## src/rtl/secded_pkg.sv

```systemverilog
// rtl/secded_pkg.sv - shared widths, state/classification enums and the SECDED encoder
package secded_pkg;

    localparam int CODE_W = 39;
    localparam int DATA_W = 32;
    localparam int SYN_W  = 6;

    typedef enum logic [3:0] {
        IDLE,
        WAIT,
        RD,
        RDW,
        CHK,
        WR,
        NXT,
        VRD,
        VRDW
    } state_e;

    typedef enum logic [1:0] {
        CLEAN,
        SEC,
        DED
    } cls_e;

    // Builds a codeword: data in non-power-of-two Hamming positions 3..38 in
    // ascending order, parity at positions 1,2,4,..,32, overall parity in bit 0.
    function automatic logic [CODE_W-1:0] secded_encode(input logic [DATA_W-1:0] data);
        logic [CODE_W-1:0] cw;
        logic [SYN_W-1:0]  s;
        int                j;
        cw = '0;
        s  = '0;
        j  = 0;
        for (int k = 1; k < CODE_W; k++) begin
            if ((k & (k - 1)) != 0) begin
                cw[k] = data[j];
                j++;
            end
        end
        for (int k = 1; k < CODE_W; k++) begin
            if (cw[k]) s ^= SYN_W'(k);
        end
        for (int b = 0; b < SYN_W; b++) begin
            cw[1 << b] = s[b];
        end
        cw[0] = ^cw[CODE_W-1:1];
        return cw;
    endfunction

endpackage

```

## src/rtl/secded_syndrome.sv

```systemverilog
// rtl/secded_syndrome.sv - combinational SECDED syndrome, classification and correction
// Ports:
//   codeword   in  39-bit codeword as read from memory
//   syndrome   out 6-bit Hamming syndrome (XOR of set positions 1..38)
//   parity_err out overall parity mismatch (1 = odd weight)
//   cls        out CLEAN / SEC / DED
//   corrected  out codeword with the indicated bit flipped (equals input unless SEC)
module secded_syndrome
    import secded_pkg::*;
(
    input  logic [CODE_W-1:0] codeword,
    output logic [SYN_W-1:0]  syndrome,
    output logic              parity_err,
    output cls_e              cls,
    output logic [CODE_W-1:0] corrected
);

    always_comb begin
        syndrome = '0;
        for (int k = 1; k < CODE_W; k++) begin
            if (codeword[k]) syndrome ^= SYN_W'(k);
        end
        parity_err = ^codeword;
        corrected  = codeword;
        cls        = CLEAN;
        if (parity_err) begin
            // syndrome 0 with a parity mismatch means bit 0 itself flipped, so
            // a single shift covers both the parity bit and positions 1..38.
            if (syndrome <= SYN_W'(CODE_W - 1)) begin
                cls       = SEC;
                corrected = codeword ^ (CODE_W'(1) << syndrome);
            end else begin
                cls = DED;
            end
        end else if (syndrome != '0) begin
            cls = DED;
        end
    end

endmodule

```

## src/rtl/secded_scrubber.sv

```systemverilog
// rtl/secded_scrubber.sv - background patrol scrubber for SECDED-protected data memory
// Optional build macro: SCRUB_VERIFY_EN adds a re-read (VRD/VRDW) after each writeback.
// Ports:
//   clk, rst_in (sync active-low), enable
//   mem_req/mem_gnt/mem_we/mem_addr/mem_wdata/mem_rdata  shared memory port (rdata 1 cycle after read grant)
//   core_wr/core_wr_addr   core write snoop; a hit on the current word aborts its writeback
//   sec_pulse/ded_pulse    one-cycle event pulses
//   sec_count/ded_count    saturating event counters
//   last_err_addr          address of the latest SEC/DED event
//   pass_done              one-cycle pulse when the address wraps to 0
module secded_scrubber
    import secded_pkg::*;
#(
    parameter int ADDR_W   = 10,
    parameter int INTERVAL = 256,
    parameter int CNT_W    = 16
) (
    input  logic              clk,
    input  logic              rst_in,
    input  logic              enable,
    output logic              mem_req,
    input  logic              mem_gnt,
    output logic              mem_we,
    output logic [ADDR_W-1:0] mem_addr,
    output logic [CODE_W-1:0] mem_wdata,
    input  logic [CODE_W-1:0] mem_rdata,
    input  logic              core_wr,
    input  logic [ADDR_W-1:0] core_wr_addr,
    output logic              sec_pulse,
    output logic              ded_pulse,
    output logic [CNT_W-1:0]  sec_count,
    output logic [CNT_W-1:0]  ded_count,
    output logic [ADDR_W-1:0] last_err_addr,
    output logic              pass_done
);

    localparam int                IW        = (INTERVAL > 1) ? $clog2(INTERVAL) : 1;
    localparam logic [IW-1:0]     ICNT_LAST = IW'(INTERVAL - 1);
    localparam logic [ADDR_W-1:0] ADDR_LAST = '1;

    state_e            state, state_n;
    logic [ADDR_W-1:0] addr;
    logic [IW-1:0]     icnt;
    logic [CODE_W-1:0] rdata_q;
    logic [CODE_W-1:0] wdata_q;
    logic [CODE_W-1:0] syn_in;
    logic [CODE_W-1:0] corrected;
    logic [SYN_W-1:0]  syndrome;
    logic              parity_err;
    cls_e              cls;
    logic              collide;
    logic              capture;
    logic              load_wdata;
    logic              log_sec;
    logic              log_ded;
    logic              advance;
    logic              syn_unused;

    assign collide    = core_wr && (core_wr_addr == addr);
    assign mem_addr   = addr;
    assign mem_wdata  = wdata_q;
    assign syn_unused = ^{syndrome, parity_err};

`ifdef SCRUB_VERIFY_EN
    // The verify re-read is classified straight off the bus in VRDW.
    assign syn_in = (state == VRDW) ? mem_rdata : rdata_q;
`else
    assign syn_in = rdata_q;
`endif

    secded_syndrome u_syndrome (
        .codeword   (syn_in),
        .syndrome   (syndrome),
        .parity_err (parity_err),
        .cls        (cls),
        .corrected  (corrected)
    );

    always_comb begin
        state_n    = state;
        capture    = 1'b0;
        load_wdata = 1'b0;
        log_sec    = 1'b0;
        log_ded    = 1'b0;
        advance    = 1'b0;
        mem_req    = 1'b0;
        mem_we     = 1'b0;
        unique case (state)
            IDLE: if (enable) state_n = WAIT;
            WAIT: begin
                if (!enable)                 state_n = IDLE;
                else if (icnt == ICNT_LAST)  state_n = RD;
            end
            RD: begin
                mem_req = 1'b1;
                if (mem_gnt) state_n = RDW;
            end
            RDW: begin
                capture = 1'b1;
                state_n = collide ? NXT : CHK;
            end
            CHK: begin
                if (collide || cls == CLEAN) begin
                    state_n = NXT;
                end else if (cls == SEC) begin
                    load_wdata = 1'b1;
                    state_n    = WR;
                end else begin
                    log_ded = 1'b1;
                    state_n = NXT;
                end
            end
            WR: begin
                // The core wins a same-address write even on the grant cycle,
                // so the request is withdrawn rather than letting stale data land.
                if (collide) begin
                    state_n = NXT;
                end else begin
                    mem_req = 1'b1;
                    mem_we  = 1'b1;
                    if (mem_gnt) begin
                        log_sec = 1'b1;
`ifdef SCRUB_VERIFY_EN
                        state_n = VRD;
`else
                        state_n = NXT;
`endif
                    end
                end
            end
            NXT: begin
                advance = 1'b1;
                state_n = enable ? WAIT : IDLE;
            end
`ifdef SCRUB_VERIFY_EN
            VRD: begin
                if (collide) begin
                    state_n = NXT;
                end else begin
                    mem_req = 1'b1;
                    if (mem_gnt) state_n = VRDW;
                end
            end
            VRDW: begin
                if (!collide && cls != CLEAN) log_ded = 1'b1;
                state_n = NXT;
            end
`endif
            default: state_n = IDLE;
        endcase
        // A reset cycle must never carry a transfer, even one already granted.
        if (!rst_in) begin
            mem_req = 1'b0;
            mem_we  = 1'b0;
        end
    end

    always_ff @(posedge clk) begin
        if (!rst_in) begin
            state         <= IDLE;
            addr          <= '0;
            icnt          <= '0;
            rdata_q       <= '0;
            wdata_q       <= '0;
            sec_pulse     <= 1'b0;
            ded_pulse     <= 1'b0;
            sec_count     <= '0;
            ded_count     <= '0;
            last_err_addr <= '0;
            pass_done     <= 1'b0;
        end else begin
            state     <= state_n;
            icnt      <= (state == WAIT && state_n == WAIT) ? icnt + 1'b1 : '0;
            sec_pulse <= log_sec;
            ded_pulse <= log_ded;
            pass_done <= advance && (addr == ADDR_LAST);
            if (capture)    rdata_q <= mem_rdata;
            if (load_wdata) wdata_q <= corrected;
            if (log_sec && sec_count != '1) sec_count <= sec_count + 1'b1;
            if (log_ded && ded_count != '1) ded_count <= ded_count + 1'b1;
            if (log_sec || log_ded) last_err_addr <= addr;
            if (advance) addr <= addr + 1'b1;
        end
    end

endmodule
```

## config.mk

```make
export PLATFORM = sky130hd
export DESIGN_NAME = secded_scrubber
export DESIGN_NICKNAME = d
export VERILOG_FILES = /design/src/rtl/secded_pkg.sv /design/src/rtl/secded_syndrome.sv /design/src/rtl/secded_scrubber.sv
export SDC_FILE = /design/constraint.sdc
export NUM_CORES = 1
export LEC_CHECK = 0
export CAP_MARGIN = 10
export CORE_ASPECT_RATIO = 0.75
export CORE_MARGIN = 2
export CORE_UTILIZATION = 51
export CTS_BUF_LIST = sky130_fd_sc_hd__clkbuf_16
export DETAILED_ROUTE_END_ITERATION = 10
export PLACE_DENSITY = 0.8
export SYNTH_ARGS = -nofsm -noshare
export SYNTH_HDL_FRONTEND = slang
export SYNTH_SLANG_ARGS = --single-unit
```

## constraint.sdc

```tcl
create_clock -name clk -period 4.1 [get_ports clk]
set_clock_uncertainty 0.05 [all_clocks]
set_input_delay 0.82 -clock clk [delete_from_list [all_inputs] [get_ports clk]]
set_output_delay 0.82 -clock clk [all_outputs]
set_load 0.005 [all_outputs]
```

==> reports/metrics.yaml, run 1 <==
status:
  status: "complete, no violations"
setup_path:
  cpMostUsedCell: "xnor3_1"
  path_class: "register to register"
  slowest_stage: "or3_1"
  crit_path_cell_trace: "xnor3_1, xnor3_1, xnor2_2, xor2_2, nand2_2, a22o_4, or3_1, or4_1, a21oi_1"
  cp.arrival_ns: 3.89
  crit_start: "rdata_q[20]$_SDFFE_PN0P_"
  path_max_fanout: 17
  r2r-start: "rdata_q[20]$_SDFFE_PN0P_"
  startpoint_type: "register"
  endpoint_kind: "register"
  cp.required_ns: 4.40
  crit_buf_inv: 0
  path_delay_family: "XOR/XNOR gates"
  critPathMaxStageDelay_ns: 0.52
  rrSetupSlack_ns: 0.50
clock_network:
  cts_hold_buf: 0
  clock_latency_ns: 0.43
  h-tree-depth: 4
  numClockSinks: 145
  numCtsBuffers: 17
  max-clock-path-buffers: 2
  cts-root-buf: "clkbuf_16"
  post-cts-setup-buffer-count: 0
  clkTransAtPathRegs_ns: 0.06
  ctsResizeCount: 0
  cts_tree: "yes"
power_and_ir_drop:
  pwr-share-seq_pct: 47.6
  p_total_uw: 2961
  clock_power_share_pct: 49.5
  p_sw_share_pct: 22.39
  vdd_drop_max_uv: 283.8
  pwr-share-comb_pct: 2.8
  powerDensity_mw_per_mm2: 320.1
  leakage_uw: 0.003086
  power.switching_uw: 663.2
  p_int_uw: 2298
placement:
  hpwl_um: 13130
  io_buffers: 149
  gp_congestion: 0.8903
routing:
  drt-initial-drc-count: 459
  wl_per_cell_um: 15.85
  ant_nets: 0
  wl_um: 18150
  drc: 0
  via_count: 6142
  vias_per_cell: 5.364
  first_pass_iters: 5
cells_and_area:
  layout_common_cells: "149 x clkdlybuf4s50_1, 145 x dfxtp_1, 123 x nor2_1"
  area_growth_pct: 31.31
  final_common_cell: "clkdlybuf4s50_1"
  nNetsFinal: 1015
  antenna_cells: 0
  fillers: 1105
  drive_gt1_share_pct: 5.670
  fin_util_pct: 67.97
yosys:
  seq_area_frac_synth_pct: 41.20
  syn_avg_cell_area_um2: 8.603
  ys_warn_count: 0
  synth_flop_cell: "dfxtp_1"
  synth_cells: 819
  synth-seq-cells: 145
  syn_area_mm2: 0.007046
  synthArstFlopShare_pct: 0
  ys_types: 52
  syn-num-nets: 877
  synth-edff-count: 0
floorplan:
  die_height_um: 105.8
  initial_core_util_pct: 51.77
  die_area_mm2: 0.01478
  die_w_um: 139.7
  io_pins: 150
  core-area_mm2: 0.01361
  rows: 37
sta:
  max_freq_mhz: 278.1
  slew_violations: 0
  rsz0062_at_grt: "no"
  finalCritPeriodShare_pct: 87.71
  fin_crit_ns: 3.596
  setup_violations: 0
  worst_pin_slew_ns: 0.7868
  setup_tns_ns: 0
  hold_violations: 0
  max_slew_margin_pct: 47.55
global_route:
  grt_remaining_overflow: 0
  grt_usage_pct: 24.59
  grt_start_max_net_pins: 76
  grt_pass1_wl_um: 29040
  antenna_found_initial: 0
  grt_pass1_vias: 5699
run:
  maxCapViolCount: 0
min_path:
  hold_start: "icnt[0]$_SDFF_PN0_"
  hold_path.class: "register to register"
-- cells by family (layout without fill, tap and decap cells) --
kind of cell / after synthesis / count (layout) / share of synthesized area [%]
buffers and inverters: 49 / 200 / 2.699
XOR/XNOR: 149 / 149 / 21.22
other: 1 / 1 / 0.05323
adder cells (fa/ha/maj): 4 / 4 / 0.7104
flip-flops: 145 / 145 / 41.20
AO/OA/AOI/OAI: 117 / 117 / 10.62
AND/OR/NAND/NOR: 342 / 342 / 21.79
multiplexers: 12 / 12 / 1.705
-- routing by layer --
layer | vias to the layer above | track usage, % | wire [um]
li1 | 3053 | - | -
met1 | 2856 | 36.27 | 8642
met2 | 214 | 36.45 | 7914
met3 | 19 | 5.452 | 1417
met4 | 0 | 6.143 | 172
met5 | - | 0 | 0
-- stage by stage --
stage / setup WS, ns / instances / hold WS (ns) / instance area, um^2
3_3_place_gp: 0.4130 / 1113 / 0.3898 / 8693
4_1_cts: 0.5256 / 1145 / 0.4284 / 9251
6_report: 0.5040 / 1145 / 0.4223 / 9251
5_1_grt: 0.2241 / 1145 / 0.4564 / 9251
3_5_place_dp: 0.3996 / 1113 / 0.4000 / 8693
2_1_floorplan: 0.8515 / 819 / 0.3761 / 7046
-- final cells by class --
| type | instances | area (um^2) | share of cell area (%) |
|---|---|---|---|
| timing repair buffer | 160 | 1587 | 17.15 |
| clock buffer | 17 | 425.4 | 4.598 |
| tap | 175 | 219.0 | 2.367 |
| inverter | 8 | 31.28 | 0.3381 |
| sequential | 145 | 2903 | 31.38 |
| clock inverter | 15 | 132.6 | 1.434 |
| multi-input combinational | 625 | 3954 | 42.74 |
-- worst register-to-register path: cells and delay by family (launching register included) --
family	cells	cell delay, ns
AOI/OAI and AO/OA	2	0.48
xor gates and xnor gates	4	1.39
DFF	1	0.41
and+or+nand+nor	3	1.20
-- Yosys cell counts, drive strengths merged, types with 8 or more instances --
library cell	n	area, um^2
mux2i	12	120.1
xnor2	105	949.7
buf	9	40.03
and3	8	50.05
dfxtp	145	2903
a211oi	38	285.3
nor2	124	473.0
nand4	15	93.84
xor2	33	296.5
nand2	111	421.7
nor3	23	115.1
clkbuf	32	120.1
xnor3	10	225.2
a21oi	56	280.3
nand3	27	135.1
-- power by group through the flow --
stage,clock network (uW),registers [uW],logic (uW)
final,1470,1410,84.2
after global routing,1550,1410,90.1
after CTS,1480,1410,84.0
after detailed placement,0,1440,83.6
after global placement,0,1440,83.3
after floorplan,0,1440,26.7
-- flip-flops by register name, indices dropped and copies added, names as in the netlist, 4 cells and up --
name / flops
mem_addr: 10
last_err_addr: 10
mem_wdata: 39
sec_count: 16
state: 4
rdata_q: 39
icnt: 8
ded_count: 16
-- path summary, 6_finish.rpt --
path,endpoint,cells past startpoint
worst max-delay path,ded_count[5]$_SDFFE_PN0P_,9
worst min register to register,icnt[0]$_SDFF_PN0_,1
worst max register to register,ded_count[5]$_SDFFE_PN0P_,9
worst min-delay path,icnt[0]$_SDFF_PN0_,1
(Power assumes the default switching activity.)
==> run 2, diff against run 1 <==
--- a/config.mk
+++ b/config.mk
@@ -6,12 +6,14 @@
 export NUM_CORES = 1
 export LEC_CHECK = 0
 export CAP_MARGIN = 10
+export CELL_PAD_IN_SITES_DETAIL_PLACEMENT = 1
+export CELL_PAD_IN_SITES_GLOBAL_PLACEMENT = 1
 export CORE_ASPECT_RATIO = 0.75
 export CORE_MARGIN = 2
-export CORE_UTILIZATION = 51
+export CORE_UTILIZATION = 38
 export CTS_BUF_LIST = sky130_fd_sc_hd__clkbuf_16
 export DETAILED_ROUTE_END_ITERATION = 10
-export PLACE_DENSITY = 0.8
+export PLACE_DENSITY_LB_ADDON = 0.1
 export SYNTH_ARGS = -nofsm -noshare
 export SYNTH_HDL_FRONTEND = slang
 export SYNTH_SLANG_ARGS = --single-unit
==> reports/metrics.yaml, run 2 (synthesis results as in run 1) <==
status:
  status: "complete, no violations"
sta:
  slew_violations: 0
  setup_tns_ns: 0
  setup_violations: 0
  whs_ns: 0.4114
  max_slew_margin_pct: 45.89
  fin_ws_ns: 0.2983
  rsz0062_at_grt: "no"
  fin_crit_ns: 3.802
  worst_pin_slew_ns: 0.8116
  hold_violations: 0
  max_freq_mhz: 263.0
  finalCritPeriodShare_pct: 92.72
setup_path:
  r2r_end: "ded_count[14]$_SDFFE_PN0P_"
  r2r_cells: 9
  rrSetupSlack_ns: 0.30
  cp.arrival_ns: 4.09
  endpoint_kind: "register"
  startpoint_type: "register"
  r2r-start: "rdata_q[1]$_SDFFE_PN0P_"
  cp.required_ns: 4.39
  path_class: "register to register"
  path_max_fanout: 17
cells_and_area:
  antenna_cells: 0
  area_growth_pct: 32.53
  layout_common_cells: "149 x clkdlybuf4s50_1, 145 x dfxtp_1, 123 x nor2_1"
  fillers: 2122
  stdcell_count: 1213
  finalInstanceArea_mm2: 0.009338
  multi_input_area_mm2: 0.003961
  drive_gt1_share_pct: 5.383
  final_common_cell: "clkdlybuf4s50_1"
  regArea_mm2: 0.002903
  nNetsFinal: 1012
global_route:
  grt_pass1_wl_um: 34420
  grt_remaining_overflow: 0
  grt_start_max_net_pins: 76
  grt_usage_pct: 22.13
  antenna_found_initial: 0
  grt_pass1_vias: 6420
power_and_ir_drop:
  vdd_drop_max_uv: 208.7
  leakage_uw: 0.003077
  powerDensity_mw_per_mm2: 322.8
clock_network:
  max-clock-path-buffers: 2
  post-cts-setup-buffer-count: 0
  cts_hold_buf: 0
  numCtsBuffers: 17
  numClockSinks: 145
  clkTransAtPathRegs_ns: 0.06
  cts-root-buf: "clkbuf_16"
  h-tree-depth: 4
  cts_tree: "yes"
  clock_latency_ns: 0.41
floorplan:
  rows: 43
  io_pins: 150
  die_w_um: 161.2
  die_height_um: 121.9
  initial_core_util_pct: 38.40
  core-area_mm2: 0.01835
  die_area_mm2: 0.01966
routing:
  vias_per_cell: 5.108
  drt-initial-drc-count: 308
  drc: 0
  first_pass_iters: 7
  via_count: 6196
  wl_per_cell_um: 17.62
  wl_um: 21370
  ant_nets: 0
run:
  maxCapViolCount: 0
min_path:
  whs_endpoint: "mem_wdata[38]$_SDFFE_PN0P_"
  hold_start: "mem_wdata[38]$_SDFFE_PN0P_"
  holdPathStages: 2
  hold_path.class: "register to register"
placement:
  gp_congestion: 0.8630
  placed_cell_area_mm2: 0.008761
  io_buffers: 149
  dp_cells: 1182
  place_ws_ns: 0.2258
  hpwl_um: 15490
## run 2: worst max-delay path: stages, from the launching register on
cell and delay [ns]:
dfxtp_1 0.50, xnor3_1 0.48, xnor3_1 0.29, xnor3_1 0.48, nor2_4 0.17, nand2_2 0.16, a22o_4 0.36, or3_1 0.54
or4_1 0.53, a21oi_1 0.16
## run 2: final cells by class
type                    instances  share of cell area (%)
clock buffers                  17                   4.556
clock inverters                14                   1.541
inverters                       8                  0.3350
multi-input cells             625                   42.42
flip-flops and latches        145                   31.09
well taps                     247                   3.310
repair buffers                157                   16.75
## run 2: repair_timing
item                                   CTS  global route
gates resized for setup                  0             1
endpoints found under the hold margin    0             0
setup endpoints to repair                0             3
## run 2: stage by stage
step | utilization (%) | total power (uW)
2_1_floorplan | - | 1468
3_3_place_gp | 47.75 | 1527
3_5_place_dp | 47.75 | 1530
4_1_cts | 50.86 | 3048
5_1_grt | 50.90 | 3109
6_report | 50.90 | 3014
## run 2: worst max-delay path by stage
| stage | slack (ns) | cells after the start | start | end |
|---|---|---|---|---|
| after floorplan | 0.85 | 10 | rdata_q[20]$_SDFFE_PN0P_ | ded_count[5]$_SDFFE_PN0P_ |
| after global placement | 0.41 | 9 | core_wr_addr[4] | ded_count[5]$_SDFFE_PN0P_ |
| after detailed placement | 0.23 | 9 | rdata_q[20]$_SDFFE_PN0P_ | ded_count[11]$_SDFFE_PN0P_ |
| after CTS | 0.14 | 9 | rdata_q[20]$_SDFFE_PN0P_ | ded_count[11]$_SDFFE_PN0P_ |
| after global routing | 0.13 | 9 | rdata_q[1]$_SDFFE_PN0P_ | ded_count[14]$_SDFFE_PN0P_ |
| final | 0.30 | 9 | rdata_q[1]$_SDFFE_PN0P_ | ded_count[14]$_SDFFE_PN0P_ |
## run 2: power breakdown
| part | leakage (uW) | switching [uW] | internal [uW] |
|---|---|---|---|
| Combinational | 0.00164 | 35.3 | 51.2 |
| Sequential | 0.00117 | 1.56 | 1410 |
| Clock | 0.000274 | 626 | 891 |
## run 2: routing by layer
| layer | routed length [um] | track usage (%) |
|---|---|---|
| met1 | 10650 | 31.04 |
| met4 | 217 | 5.022 |
| met2 | 9491 | 35.60 |
| met3 | 1013 | 4.154 |
| met5 | 0 | 0 |
==> run 3, diff against run 2 <==
--- a/config.mk
+++ b/config.mk
@@ -12,8 +12,9 @@
 export CORE_MARGIN = 2
 export CORE_UTILIZATION = 38
 export CTS_BUF_LIST = sky130_fd_sc_hd__clkbuf_16
+export CTS_CLUSTER_SIZE = 30
 export DETAILED_ROUTE_END_ITERATION = 10
-export PLACE_DENSITY_LB_ADDON = 0.1
+export PLACE_DENSITY_LB_ADDON = 0.25
 export SYNTH_ARGS = -nofsm -noshare
 export SYNTH_HDL_FRONTEND = slang
 export SYNTH_SLANG_ARGS = --single-unit
==> reports/metrics.yaml, run 3 (synthesis results as in run 1) <==
clock_network:
  post-cts-setup-buffer-count: 0
  max-clock-path-buffers: 2
  cts_hold_buf: 0
  h-tree-depth: 4
  ctsResizeCount: 0
  clkTransAtPathRegs_ns: 0.06
  cts-root-buf: "clkbuf_16"
  clock_latency_ns: 0.43
  cts_tree: "yes"
  numCtsBuffers: 17
  numClockSinks: 145
sta:
  setup_violations: 0
  max_freq_mhz: 263.3
  rsz0062_at_grt: "no"
  max_slew_margin_pct: 43.19
  whs_ns: 0.4051
  setup_tns_ns: 0
  finalCritPeriodShare_pct: 92.62
  worst_pin_slew_ns: 0.8498
  hold_violations: 0
  slew_violations: 0
  fin_ws_ns: 0.3027
  fin_crit_ns: 3.797
global_route:
  grt_start_max_net_pins: 132
  grt_remaining_overflow: 0
  grt.busiest_layer: "met2"
  use_met3_pct: 4.154
  globalRouteMet2Util_pct: 31.30
  antenna_found_initial: 0
  grt_usage_pct: 20.94
  grt_use_met1_pct: 30.80
  grt_pass1_vias: 6114
  grt_pass1_wl_um: 32480
status:
  status: "complete, no violations"
setup_path:
  startpoint_type: "input pin"
  endpoint: "mem_req"
  cp.depth: 8
  crit_start: "core_wr_addr[4]"
  endpoint_kind: "output pin"
  r2r_end: "ded_count[5]$_SDFFE_PN0P_"
  rrSetupSlack_ns: 0.33
  critPathMaxStageDelay_ns: 0.52
  path_delay_family: "simple AND/OR/NAND/NOR gates"
  cpMostUsedCell: "clkdlybuf4s50_1"
  crit_path_cell_trace: "clkdlybuf4s50_1, xnor2_1, nand4_1, nor3_1, nor2_1, nand2_1, a21oi_1, clkdlybuf4s50_1"
  path_class: "input pin to output pin"
  path_max_fanout: 4
  cp.required_ns: 3.23
  crit_buf_inv: 2
  slowest_stage: "nor3_1"
  r2r_cells: 9
  r2r-start: "rdata_q[11]$_SDFFE_PN0P_"
  cp.arrival_ns: 2.93
cells_and_area:
  drive_gt1_share_pct: 5.274
  final_common_cell: "clkdlybuf4s50_1"
  area_growth_pct: 32.64
  layout_common_cells: "149 x clkdlybuf4s50_1, 145 x dfxtp_1, 123 x nor2_1"
  antenna_cells: 0
  nNetsFinal: 1012
  fillers: 2162
  finalInstanceArea_mm2: 0.009345
power_and_ir_drop:
  p_sw_share_pct: 22.16
  power.switching_uw: 669.4
  p_total_uw: 3021
  pwr-share-seq_pct: 46.7
  powerDensity_mw_per_mm2: 323.2
  leakage_uw: 0.003093
  p_int_uw: 2351
  pwr-share-comb_pct: 2.9
  clock_power_share_pct: 50.4
  vdd_drop_max_uv: 211.4
routing:
  ant_nets: 0
  wl_per_cell_um: 16.44
  drt-initial-drc-count: 363
  first_pass_iters: 4
  via_count: 6120
  drc: 0
  vias_per_cell: 5.041
  wl_um: 19960
floorplan:
  io_pins: 150
  core-area_mm2: 0.01835
  initial_core_util_pct: 38.40
  rows: 43
  die_height_um: 121.9
  die_area_mm2: 0.01966
  die_w_um: 161.2
min_path:
  hold_path.class: "register to register"
  hold_start: "mem_wdata[38]$_SDFFE_PN0P_"
run:
  maxCapViolCount: 0
placement:
  io_buffers: 149
  placed_cell_area_mm2: 0.008775
  place_ws_ns: 0.3038
  gp_congestion: 0.8158
  hpwl_um: 14170
run 3: layout make-up:
cell class / count / area [um^2] / area share (%)
clock inverters: 15 / 145.1 / 1.553
repair buffers: 157 / 1577 / 16.87
inverters: 8 / 32.53 / 0.3481
flip-flops and latches: 145 / 2903 / 31.06
clock buffers: 17 / 425.4 / 4.552
multi-input cells: 625 / 3954 / 42.31
well taps: 247 / 309.0 / 3.307
run 3: worst min-delay path by stage:
stage | endpoint | slack, ns | cells after the start
global route | mem_wdata[38]$_SDFFE_PN0P_ | 0.44 | 2
finish | mem_wdata[38]$_SDFFE_PN0P_ | 0.41 | 2
floorplan | icnt[0]$_SDFF_PN0_ | 0.38 | 1
detailed placement | mem_wdata[38]$_SDFFE_PN0P_ | 0.40 | 2
global placement | icnt[0]$_SDFF_PN0_ | 0.39 | 1
CTS | mem_wdata[38]$_SDFFE_PN0P_ | 0.41 | 2
run 3: routing by layer:
| metal | wire (um) | vias to the layer above |
|---|---|---|
| met3 | 837 | 19 |
| met2 | 8427 | 111 |
| met4 | 271 | 0 |
| met1 | 10430 | 2944 |
| li1 | - | 3046 |
| met5 | 0 | - |
run 3: per-stage QoR:
stage               cells  util, %
floorplan             819        -
global placement     1182    47.83
detailed placement   1182    47.83
CTS                  1214    50.94
global route         1214    50.94
finish               1214    50.94
run 3: power by group through the flow:
| stage | registers (uW) | clock network [uW] | logic (uW) |
|---|---|---|---|
| after floorplan | 1440 | 0 | 26.7 |
| after global placement | 1440 | 0 | 88.6 |
| after detailed placement | 1440 | 0 | 88.6 |
| after CTS | 1410 | 1550 | 89.0 |
| after global routing | 1410 | 1620 | 94.6 |
| final | 1410 | 1520 | 88.4 |
run 3: worst reg2reg max path, delay by kind of cell, from the launching register on:
kind                      cells  cell delay [ns]
AOI/OAI and AO/OA             2             0.49
xor gates and xnor gates      3             1.41
DFF                           1             0.42
and+or+nand+nor               4             1.33
